## src/rtl/keypad_event_scan.sv

```systemverilog
// 3x4 keypad scanner: drives columns, samples rows, debounces per frame, emits one event per press.
// Optional auto-repeat of key_valid while a key stays held is enabled by defining KEYPAD_REPEAT_EN.
module keypad_event_scan #(
   parameter int unsigned SCAN_DIV            = 1000,
   parameter int unsigned DEBOUNCE_FRAMES     = 4,
   parameter int unsigned REPEAT_DELAY_FRAMES = 64,
   parameter int unsigned REPEAT_RATE_FRAMES  = 16
) (
   input  logic        clk,
   input  logic        rst,
   input  logic [3:0]  key_row,
   output logic [2:0]  key_col,
   output logic        key_valid,
   output logic [3:0]  key_code,
   output logic [11:0] key_onehot,
   output logic        key_held
);

   localparam int unsigned DW = (SCAN_DIV > 2) ? $clog2(SCAN_DIV) : 1;
   localparam int unsigned CW = $clog2(DEBOUNCE_FRAMES + 1);
   localparam logic [3:0]  KEY_NONE = 4'hF;

   if (SCAN_DIV < 2 || DEBOUNCE_FRAMES < 1 || REPEAT_DELAY_FRAMES < 1 || REPEAT_RATE_FRAMES < 1)
   begin : g_bad_params
      $error("keypad_event_scan: illegal parameter set");
   end

   typedef enum logic [2:0] {COL0 = 3'b001, COL1 = 3'b010, COL2 = 3'b100} col_e;

   col_e          col_q, col_d;
   logic [1:0]    col_idx;
   logic [DW-1:0] dwell_q;
   logic          sample_c, frame_end_c;
   logic [2:0]    row_cnt, hits_sum;
   logic [1:0]    row_sel;
   logic [3:0]    cur_idx, frame_res;
   logic [1:0]    acc_hits_q;
   logic [3:0]    acc_idx_q;
   logic [3:0]    cand_q, cand_d, stable_q;
   logic [CW-1:0] cnt_q, cnt_d;
   logic          accept_c, repeat_c;

   // Column dwell timer; rows settle for SCAN_DIV-1 cycles before sampling.
   assign sample_c    = (dwell_q == DW'(SCAN_DIV - 1));
   assign frame_end_c = sample_c && (col_q == COL2);

   always_ff @(posedge clk or negedge rst) begin
      if (!rst)          dwell_q <= '0;
      else if (sample_c) dwell_q <= '0;
      else               dwell_q <= dwell_q + DW'(1);
   end

   // Column scan FSM: state register
   always_ff @(posedge clk or negedge rst) begin
      if (!rst) col_q <= COL0;
      else      col_q <= col_d;
   end

   // Column scan FSM: next state
   always_comb begin
      col_d = col_q;
      if (sample_c) begin
         case (col_q)
            COL0:    col_d = COL1;
            COL1:    col_d = COL2;
            default: col_d = COL0;
         endcase
      end
   end

   // Column scan FSM: outputs
   always_comb begin
      key_col = col_q;
      case (col_q)
         COL1:    col_idx = 2'd1;
         COL2:    col_idx = 2'd2;
         default: col_idx = 2'd0;
      endcase
   end

   // Row decode of the current sample and merge with earlier samples of the frame.
   always_comb begin
      row_cnt = 3'(key_row[0]) + 3'(key_row[1]) + 3'(key_row[2]) + 3'(key_row[3]);
      row_sel = 2'd0;
      for (int r = 3; r >= 0; r--) begin
         if (key_row[r]) row_sel = 2'(r);
      end
      cur_idx  = 4'(row_sel) * 4'd3 + 4'(col_idx);
      hits_sum = 3'(acc_hits_q) + row_cnt;
      if (hits_sum == 3'd1) frame_res = (acc_hits_q == 2'd1) ? acc_idx_q : cur_idx;
      else                  frame_res = KEY_NONE;
   end

   // Hit accumulator saturates at 2: anything beyond one closed contact is ghosting.
   always_ff @(posedge clk or negedge rst) begin
      if (!rst) begin
         acc_hits_q <= '0;
         acc_idx_q  <= '0;
      end else if (frame_end_c) begin
         acc_hits_q <= '0;
         acc_idx_q  <= '0;
      end else if (sample_c) begin
         acc_hits_q <= (hits_sum >= 3'd2) ? 2'd2 : hits_sum[1:0];
         if (acc_hits_q == 2'd0) acc_idx_q <= cur_idx;
      end
   end

   // Frame-level debounce: candidate must repeat DEBOUNCE_FRAMES times to become stable.
   always_comb begin
      cand_d = cand_q;
      cnt_d  = cnt_q;
      if (frame_res == cand_q) begin
         if (cnt_q != CW'(DEBOUNCE_FRAMES)) cnt_d = cnt_q + CW'(1);
      end else begin
         cand_d = frame_res;
         cnt_d  = CW'(1);
      end
      accept_c = frame_end_c && (cnt_d == CW'(DEBOUNCE_FRAMES)) && (cand_d != stable_q);
   end

   always_ff @(posedge clk or negedge rst) begin
      if (!rst) begin
         cand_q   <= KEY_NONE;
         cnt_q    <= '0;
         stable_q <= KEY_NONE;
      end else if (frame_end_c) begin
         cand_q <= cand_d;
         cnt_q  <= cnt_d;
         if (accept_c) stable_q <= cand_d;
      end
   end

`ifdef KEYPAD_REPEAT_EN
   localparam int unsigned REP_MAX = (REPEAT_DELAY_FRAMES > REPEAT_RATE_FRAMES) ?
                                     REPEAT_DELAY_FRAMES : REPEAT_RATE_FRAMES;
   localparam int unsigned RW = $clog2(REP_MAX + 1);

   logic [RW-1:0] rep_cnt_q, rep_cnt_n;
   logic          rep_phase_q;

   // Held-frame counter: first threshold is the delay, later ones the rate.
   always_comb begin
      rep_cnt_n = rep_cnt_q + RW'(1);
      repeat_c  = frame_end_c && !accept_c && (stable_q != KEY_NONE) &&
                  (rep_cnt_n == (rep_phase_q ? RW'(REPEAT_RATE_FRAMES) : RW'(REPEAT_DELAY_FRAMES)));
   end

   always_ff @(posedge clk or negedge rst) begin
      if (!rst) begin
         rep_cnt_q   <= '0;
         rep_phase_q <= 1'b0;
      end else if (accept_c) begin
         rep_cnt_q   <= '0;
         rep_phase_q <= 1'b0;
      end else if (frame_end_c && (stable_q != KEY_NONE)) begin
         if (repeat_c) begin
            rep_cnt_q   <= '0;
            rep_phase_q <= 1'b1;
         end else begin
            rep_cnt_q <= rep_cnt_n;
         end
      end
   end
`else
   assign repeat_c = 1'b0;
`endif

   // Event outputs; a release clears held/onehot but keeps the last code.
   always_ff @(posedge clk or negedge rst) begin
      if (!rst) begin
         key_valid  <= 1'b0;
         key_code   <= '0;
         key_onehot <= '0;
         key_held   <= 1'b0;
      end else begin
         key_valid <= (accept_c && (cand_d != KEY_NONE)) || repeat_c;
         if (accept_c) begin
            if (cand_d != KEY_NONE) begin
               key_code   <= cand_d;
               key_onehot <= 12'(1) << cand_d;
               key_held   <= 1'b1;
            end else begin
               key_onehot <= '0;
               key_held   <= 1'b0;
            end
         end
      end
   end

endmodule

```

## config.mk

```make
export PLATFORM = sky130hd
export DESIGN_NAME = keypad_event_scan
export DESIGN_NICKNAME = d
export VERILOG_FILES = /design/src/rtl/keypad_event_scan.sv
export SDC_FILE = /design/constraint.sdc
export NUM_CORES = 1
export LEC_CHECK = 0
export ABC_AREA = 1
export CORE_MARGIN = 2
export CORE_UTILIZATION = 40
export CTS_BUF_LIST = sky130_fd_sc_hd__clkbuf_8
export CTS_CLUSTER_SIZE = 14
export DETAILED_ROUTE_END_ITERATION = 7
export HOLD_SLACK_MARGIN = 0.1
export PLACE_DENSITY_LB_ADDON = 0.25
export SYNTH_ARGS = -nofsm -noshare
export SYNTH_HDL_FRONTEND = slang
export SYNTH_SLANG_ARGS = --single-unit
```

## constraint.sdc

```tcl
create_clock -name clk -period 3.9 [get_ports clk]
set_clock_uncertainty 0.05 [all_clocks]
set_input_delay 0.39 -clock clk [delete_from_list [all_inputs] [get_ports clk]]
set_output_delay 0.39 -clock clk [all_outputs]
set_load 0.03 [all_outputs]
```

==> results.sh, run 1 <==
export IMPL_ir_worst_vdd_v=0.000149
export IMPL_hpwl_mm=3.74
export IMPL_nFillCells=616
export IMPL_yosysWarnings=0
export IMPL_r2r_start="key_col[2]"
export IMPL_leakage_uw=0.00164
export IMPL_crit_path_start_kind="input port"
export IMPL_via_count=2059
export IMPL_io_pins=27
export IMPL_max_cap_violations=0
export IMPL_worst_pin_slew_ps=1050
export IMPL_clk_latency_ps=290
export IMPL_routed_via_density=4.73
export IMPL_yosysSeqAreaShare_pct=45.4
export IMPL_rsz0062_at_grt="no"
export IMPL_clk_path_buf_depth=2
export IMPL_cts_sinks=48
export IMPL_required_ps=4040
export IMPL_arrival_ps=3760
export IMPL_avgSynthCellArea_um2=8.42
export IMPL_cts_tree="built"
export IMPL_hold_violations=0
export IMPL_ys_top_cells_by_area="dfrtp_1 (37%), nand2_1 (11%), dfstp_2 (8.9%)"
export IMPL_yosysTopAreaCellShare_pct=36.6
export IMPL_yosysMostFrequentCell="nand2_1"
export IMPL_syn_cell_area_mm2=0.00267
export IMPL_synth_largest_area_cell="dfrtp_1"
export IMPL_coreArea_mm2=0.00639
export IMPL_synth_cells_most_frequent="nand2_1 (76), inv_1 (47), dfrtp_1 (39), nor2_1 (31), o21ai_0 (13)"
export IMPL_final_setup_viol_count=0
export IMPL_synth_cell_types=34
export IMPL_die_w_um=85.7
export IMPL_min_period_over_period_pct=93.0
export IMPL_drc=0
export IMPL_setup_ws_ps=273
export IMPL_numCtsBuffers=5
export IMPL_synthCells=317
export IMPL_postCtsHoldBufs=0
export IMPL_rrSetupSlack_ps=810
export IMPL_track_usage_pct=15.0
export IMPL_initial_utilization_pct=41.8
export IMPL_cts_setup_buffers=0
export IMPL_synthArstFlopShare_pct=100
export IMPL_wl_per_cell_um=11.5
export IMPL_place_port_buffers=26
export IMPL_dp_slack_ps=-32.6
export IMPL_crit_type="in -> reg"
export IMPL_synthFlopType="dfrtp_1"
export IMPL_grt_pass1_vias=2031
export IMPL_cts_root_buf="clkbuf_8"
export IMPL_dieArea_mm2=0.00734
export IMPL_ys_ff_latch=48
export IMPL_worstSetupStartpoint="key_row[0]"
export IMPL_status="finished clean"
export IMPL_end_kind="register"
export IMPL_power_per_cell_area_mw_per_mm2=268
export IMPL_gp_congestion=0.796
export IMPL_ant_nets=0
export IMPL_n_antenna_cell=0
export IMPL_drive_gt1_share_pct=16.5
export IMPL_ctsResizeCount=0
export IMPL_endpoint="key_onehot[9]"
export IMPL_die_h_um=85.7
export IMPL_rows=29
export IMPL_syn_to_final_growth_pct=18.0
export IMPL_layout_nets=373
export IMPL_gr_total_overflow=0
export IMPL_critPathMaxFanout=22
export IMPL_synth_fp_nets=333
export IMPL_worst_hold_slack_ps=227
export IMPL_period_minus_slack_ps=3630
export IMPL_hold_path_class="in -> async"
export IMPL_htree_levels=2
export IMPL_antenna_found_initial=0
export IMPL_maxSlewViolCount=0
export IMPL_first_pass_iters=4
export IMPL_wl_mm=5.00
export IMPL_grt_pass1_wl_mm=8.91
export IMPL_r2r_cells=15
export IMPL_rr_endpoint="key_onehot[9]"
export IMPL_drt_iter0_drc=94
export IMPL_clk_pin_slew_worst_paths_ps=80
export IMPL_grt_max_degree=49
export IMPL_max_freq_mhz=276
export IMPL_synth_edff_count=0
export IMPL_max_slew_margin_pct=30.3
==> routing by layer <==
metal | global-route usage, % | wire, um | up-vias
met3 | 1.92 | 106 | 8
met4 | 5.63 | 89 | 0
met2 | 23.8 | 2240 | 23
met1 | 21.1 | 2560 | 943
met5 | 0 | 0 | -
li1 | - | - | 1085
==> cell families (layout without fill, tap and decap cells) <==
| group | Yosys count | count (layout) | synth area share (%) |
|---|---|---|---|
| AOI/OAI and AO/OA | 40 | 40 | 8.62 |
| xor gates and xnor gates | 3 | 3 | 0.984 |
| adders and majority gates | 10 | 10 | 5.81 |
| buffers and inverters | 57 | 98 | 8.86 |
| DFF | 48 | 48 | 45.4 |
| and+or+nand+nor | 159 | 159 | 30.3 |
==> report_power, final <==
part / switching, uW / internal [uW] / leakage [uW]
clock network: 152 / 120 / 0.0000519
registers: 0 / 498 / 0.000588
logic: 46.8 / 28.6 / 0.00100
total: 198 / 646 / 0.00164
==> critical path, stage by stage <==
cell and delay, ps:
clkdlybuf4s50_1 450, fa_1 550, inv_1 50, fa_1 380
fa_1 500, nand2_1 100, nor2_4 160, buf_4 180
nand4_1 100, nand2_1 70, nand2_1 70, inv_2 90
nand3_4 100, nor2_8 180, nand2_4 190, nor2_2 140
nor2_1 60
==> layout by cell type (no fill, tap or decap), types with 4 or more instances in the layout <==
| cell type | n |
|---|---|
| a21oi_1 | 10 |
| buf_4 | 12 |
| clkbuf_8 | 5 |
| clkdlybuf4s50_1 | 25 |
| dfrtp_1 | 39 |
| dfstp_2 | 9 |
| fa_1 | 4 |
| ha_1 | 6 |
| inv_1 | 50 |
| inv_2 | 5 |
| nand2_1 | 76 |
| nand3_1 | 11 |
| nand3_2 | 4 |
| nand3_4 | 4 |
| nand4_1 | 9 |
| nor2_1 | 31 |
| nor2_2 | 4 |
| nor3_1 | 8 |
| o21ai_0 | 13 |
| o21ai_1 | 7 |
| o21ai_2 | 5 |
==> how the worst min path moves through the flow <==
stage | cells past startpoint | slack (ps) | end | from
6_report | 1 | 230 | dwell_q[7] | rst
5_1_grt | 1 | 330 | dwell_q[7] | rst
4_1_cts | 1 | 280 | dwell_q[7] | rst
3_5_place_dp | 2 | 420 | key_held | key_held
3_3_place_gp | 2 | 430 | key_held | key_held
2_1_floorplan | 0 | 40 | acc_hits_q[0] | rst
==> per-stage QoR <==
step           instance area [um2]  power, uW  instances  util, %  TNS, ps
2_1_floorplan                 2670        553        317        -        0
3_3_place_gp                  3070        583        427     48.1        0
3_5_place_dp                  3070        584        427     48.1     -185
5_1_grt                       3150        889        435     49.3        0
6_report                      3150        844        435     49.3        0
4_1_cts                       3150        862        435     49.3        0
==> final cells by class <==
type                       instances  area (um2)  share of cell area (%)
inverter                          52         195                    6.20
timing repair buffer              38         345                    11.0
clock buffer                       5        68.8                    2.18
multi-input combinational        212        1220                    38.8
clock inverter                     3        11.3                   0.357
tap                               77        96.3                    3.06
sequential                        48        1210                    38.5
==> registers in the layout (all words and copies together), names as in the netlist <==
| signal | cells |
|---|---|
| acc_idx_q | 4 |
| key_col | 3 |
| cnt_q | 3 |
| key_code | 4 |
| acc_hits_q | 2 |
| dwell_q | 10 |
| cand_q | 4 |
| stable_q | 4 |
| key_valid | 1 |
| key_held | 1 |
| key_onehot | 12 |
No activity file was read; power rests on OpenSTA's default activity.
==> run 2: changes to the inputs <==
--- a/config.mk
+++ b/config.mk
@@ -11,7 +11,7 @@
 export CTS_BUF_LIST = sky130_fd_sc_hd__clkbuf_8
 export CTS_CLUSTER_SIZE = 14
 export DETAILED_ROUTE_END_ITERATION = 7
-export HOLD_SLACK_MARGIN = 0.1
+export HOLD_SLACK_MARGIN = 0.05
 export PLACE_DENSITY_LB_ADDON = 0.25
 export SYNTH_ARGS = -nofsm -noshare
 export SYNTH_HDL_FRONTEND = slang
==> results of run 2 <==
The final DEF is identical to that of run 1; final timing and power are the same.
==> run 3: changes to the inputs <==
--- a/config.mk
+++ b/config.mk
@@ -12,7 +12,7 @@
 export CTS_CLUSTER_SIZE = 14
 export DETAILED_ROUTE_END_ITERATION = 7
 export HOLD_SLACK_MARGIN = 0.05
-export PLACE_DENSITY_LB_ADDON = 0.25
+export PLACE_DENSITY = 0.55
 export SYNTH_ARGS = -nofsm -noshare
 export SYNTH_HDL_FRONTEND = slang
 export SYNTH_SLANG_ARGS = --single-unit
==> run 3 against run 2 <==
  * Maximum frequency is 0.62% higher
  * Register-to-register slack is essentially flat
  * Highest routed layer unchanged
  * Count of clock-buffer cells in the layout rose by 1
  * Largest cell class unchanged
  * Critical endpoint is now key_code[3]
  * Via count grew 0.29%
  * Clock power up 15%
  * Final area rose by 1.7%
  * Critical path depth down 1
  * Die area did not move
  * Utilization is 0.84 points higher
  * Global-route usage is 1.3 points higher
==> results.sh, run 3 (synthesis gave the netlist of run 1 again) <==
export IMPL_status="finished clean"
export IMPL_dieArea_mm2=0.00734
export IMPL_crit_type="in -> reg"
export IMPL_hpwl_mm=3.90
export IMPL_cts_root_buf="clkbuf_8"
export IMPL_largest_register_ffs=12
export IMPL_timing_setup_tns_ps=0
export IMPL_power_total_uw=890
export IMPL_rsz0062_at_grt="no"
export IMPL_n_antenna_cell=0
export IMPL_wl_mm=5.26
export IMPL_syn_to_final_growth_pct=20.0
export IMPL_layout_nets=377
export IMPL_min_period_over_period_pct=92.4
export IMPL_worst_hold_slack_ps=126
export IMPL_required_ps=4050
export IMPL_critPathMaxFanout=8
export IMPL_track_usage_pct=16.3
export IMPL_grt_pass1_wl_mm=9.63
export IMPL_max_freq_mhz=277
export IMPL_numCtsBuffers=5
export IMPL_layout_commonest_cell="nand2_1"
export IMPL_power_per_cell_area_mw_per_mm2=278
export IMPL_end_kind="register"
export IMPL_clk_pin_slew_worst_paths_ps=90
export IMPL_leakage_uw=0.00166
export IMPL_ir_worst_vdd_v=0.000189
export IMPL_arrival_ps=3760
export IMPL_maxSlewViolCount=0
export IMPL_hold_path_class="in -> async"
export IMPL_routed_via_density=4.70
export IMPL_max_cap_violations=0
export IMPL_wl_per_cell_um=12.0
export IMPL_max_slew_margin_pct=53.0
export IMPL_r2r_start="acc_hits_q[0]"
export IMPL_rr_endpoint="key_code[3]"
export IMPL_drive_gt1_share_pct=18.0
export IMPL_cts_sinks=48
export IMPL_coreArea_mm2=0.00639
export IMPL_r2r_cells=14
export IMPL_initial_utilization_pct=41.8
export IMPL_dp_cells=431
export IMPL_io_pins=27
export IMPL_antenna_found_initial=0
export IMPL_cts_tree="built"
export IMPL_place_port_buffers=26
export IMPL_gr_total_overflow=0
export IMPL_final_cells=439
export IMPL_largest_register="key_onehot"
export IMPL_crit_path_start_kind="input port"
export IMPL_final_setup_viol_count=0
export IMPL_die_w_um=85.7
export IMPL_first_pass_iters=4
export IMPL_top_regs="key_onehot x12, dwell_q x10"
export IMPL_rows=29
export IMPL_ant_nets=0
export IMPL_rrSetupSlack_ps=820
export IMPL_hold_violations=0
export IMPL_htree_levels=2
export IMPL_gp_congestion=0.786
export IMPL_grt_pass1_vias=2183
export IMPL_cts_setup_buffers=0
export IMPL_die_h_um=85.7
export IMPL_drt_iter0_drc=53
export IMPL_layout_common_cells="nand2_1 (76), inv_1 (48), dfrtp_1 (39), nor2_1 (31), clkdlybuf4s50_1 (25)"
export IMPL_grt_max_degree=49
export IMPL_worst_pin_slew_ps=699
export IMPL_via_count=2065
export IMPL_clk_latency_ps=290
export IMPL_drc=0
export IMPL_clk_path_buf_depth=2
export IMPL_period_minus_slack_ps=3610
-- run 3: how the worst max path moves through the flow --
stage,endpoint,startpoint,depth (start not counted)
2_1_floorplan,key_onehot[4],key_row[0],17
3_3_place_gp,key_onehot[9],key_row[0],17
3_5_place_dp,key_onehot[4],key_row[0],16
4_1_cts,key_onehot[4],key_row[0],16
5_1_grt,key_code[3],key_row[0],17
6_report,key_code[3],key_row[0],16
-- run 3: layout make-up --
class	count	area [um2]
Clock buffer	6	82.6
Clock inverter	2	12.5
Fill cell	627	3180
Inverter	52	195
Multi-Input combinational cell	212	1230
Sequential cell	48	1210
Tap cell	77	96.3
Timing Repair Buffer	42	375
-- run 3: repair_timing --
item | CTS | global route
endpoints found under the setup margin | 0 | 4
gates resized for setup | 0 | 1
hold buffers | 0 | 0
hold endpoints to repair | 0 | 0
-- run 3: metal layers --
layer / wire, um / track usage (%) / vias up
met5: 0 / 0 / -
met4: 31 / 4.18 / 0
met3: 136 / 3.18 / 2
met2: 2360 / 26.4 / 23
met1: 2740 / 22.4 / 947
li1: - / - / 1093
-- run 3: worst max-delay path, stage by stage --
cell and delay, ps:
clkdlybuf4s50_1 450, fa_1 550, inv_1 50, fa_1 370
fa_1 500, nand2_1 100, nor2_4 210, nand3_2 160
nand2_1 90, nand2_1 80, nor2_4 150, nand3_4 120
nor2_8 200, nand3_2 180, nand2_1 110, inv_1 40
-- run 3: metrics by stage --
stage / setup slack, ps / utilization, % / area (um2)
detailed placement: -64.8 / 48.6 / 3100
finish: 295 / 50.2 / 3200
CTS: 241 / 50.0 / 3200
global route: 20.9 / 50.2 / 3200
floorplan: 553 / - / 2670
global placement: -19.2 / 48.6 / 3100
-- run 3: where the power goes --
group	switching (uW)	internal (uW)	leakage, uW	total [uW]
clock	169	143	0.0000526	312
sequential	0	498	0.000588	498
combinational	49.1	31.1	0.00102	80.1
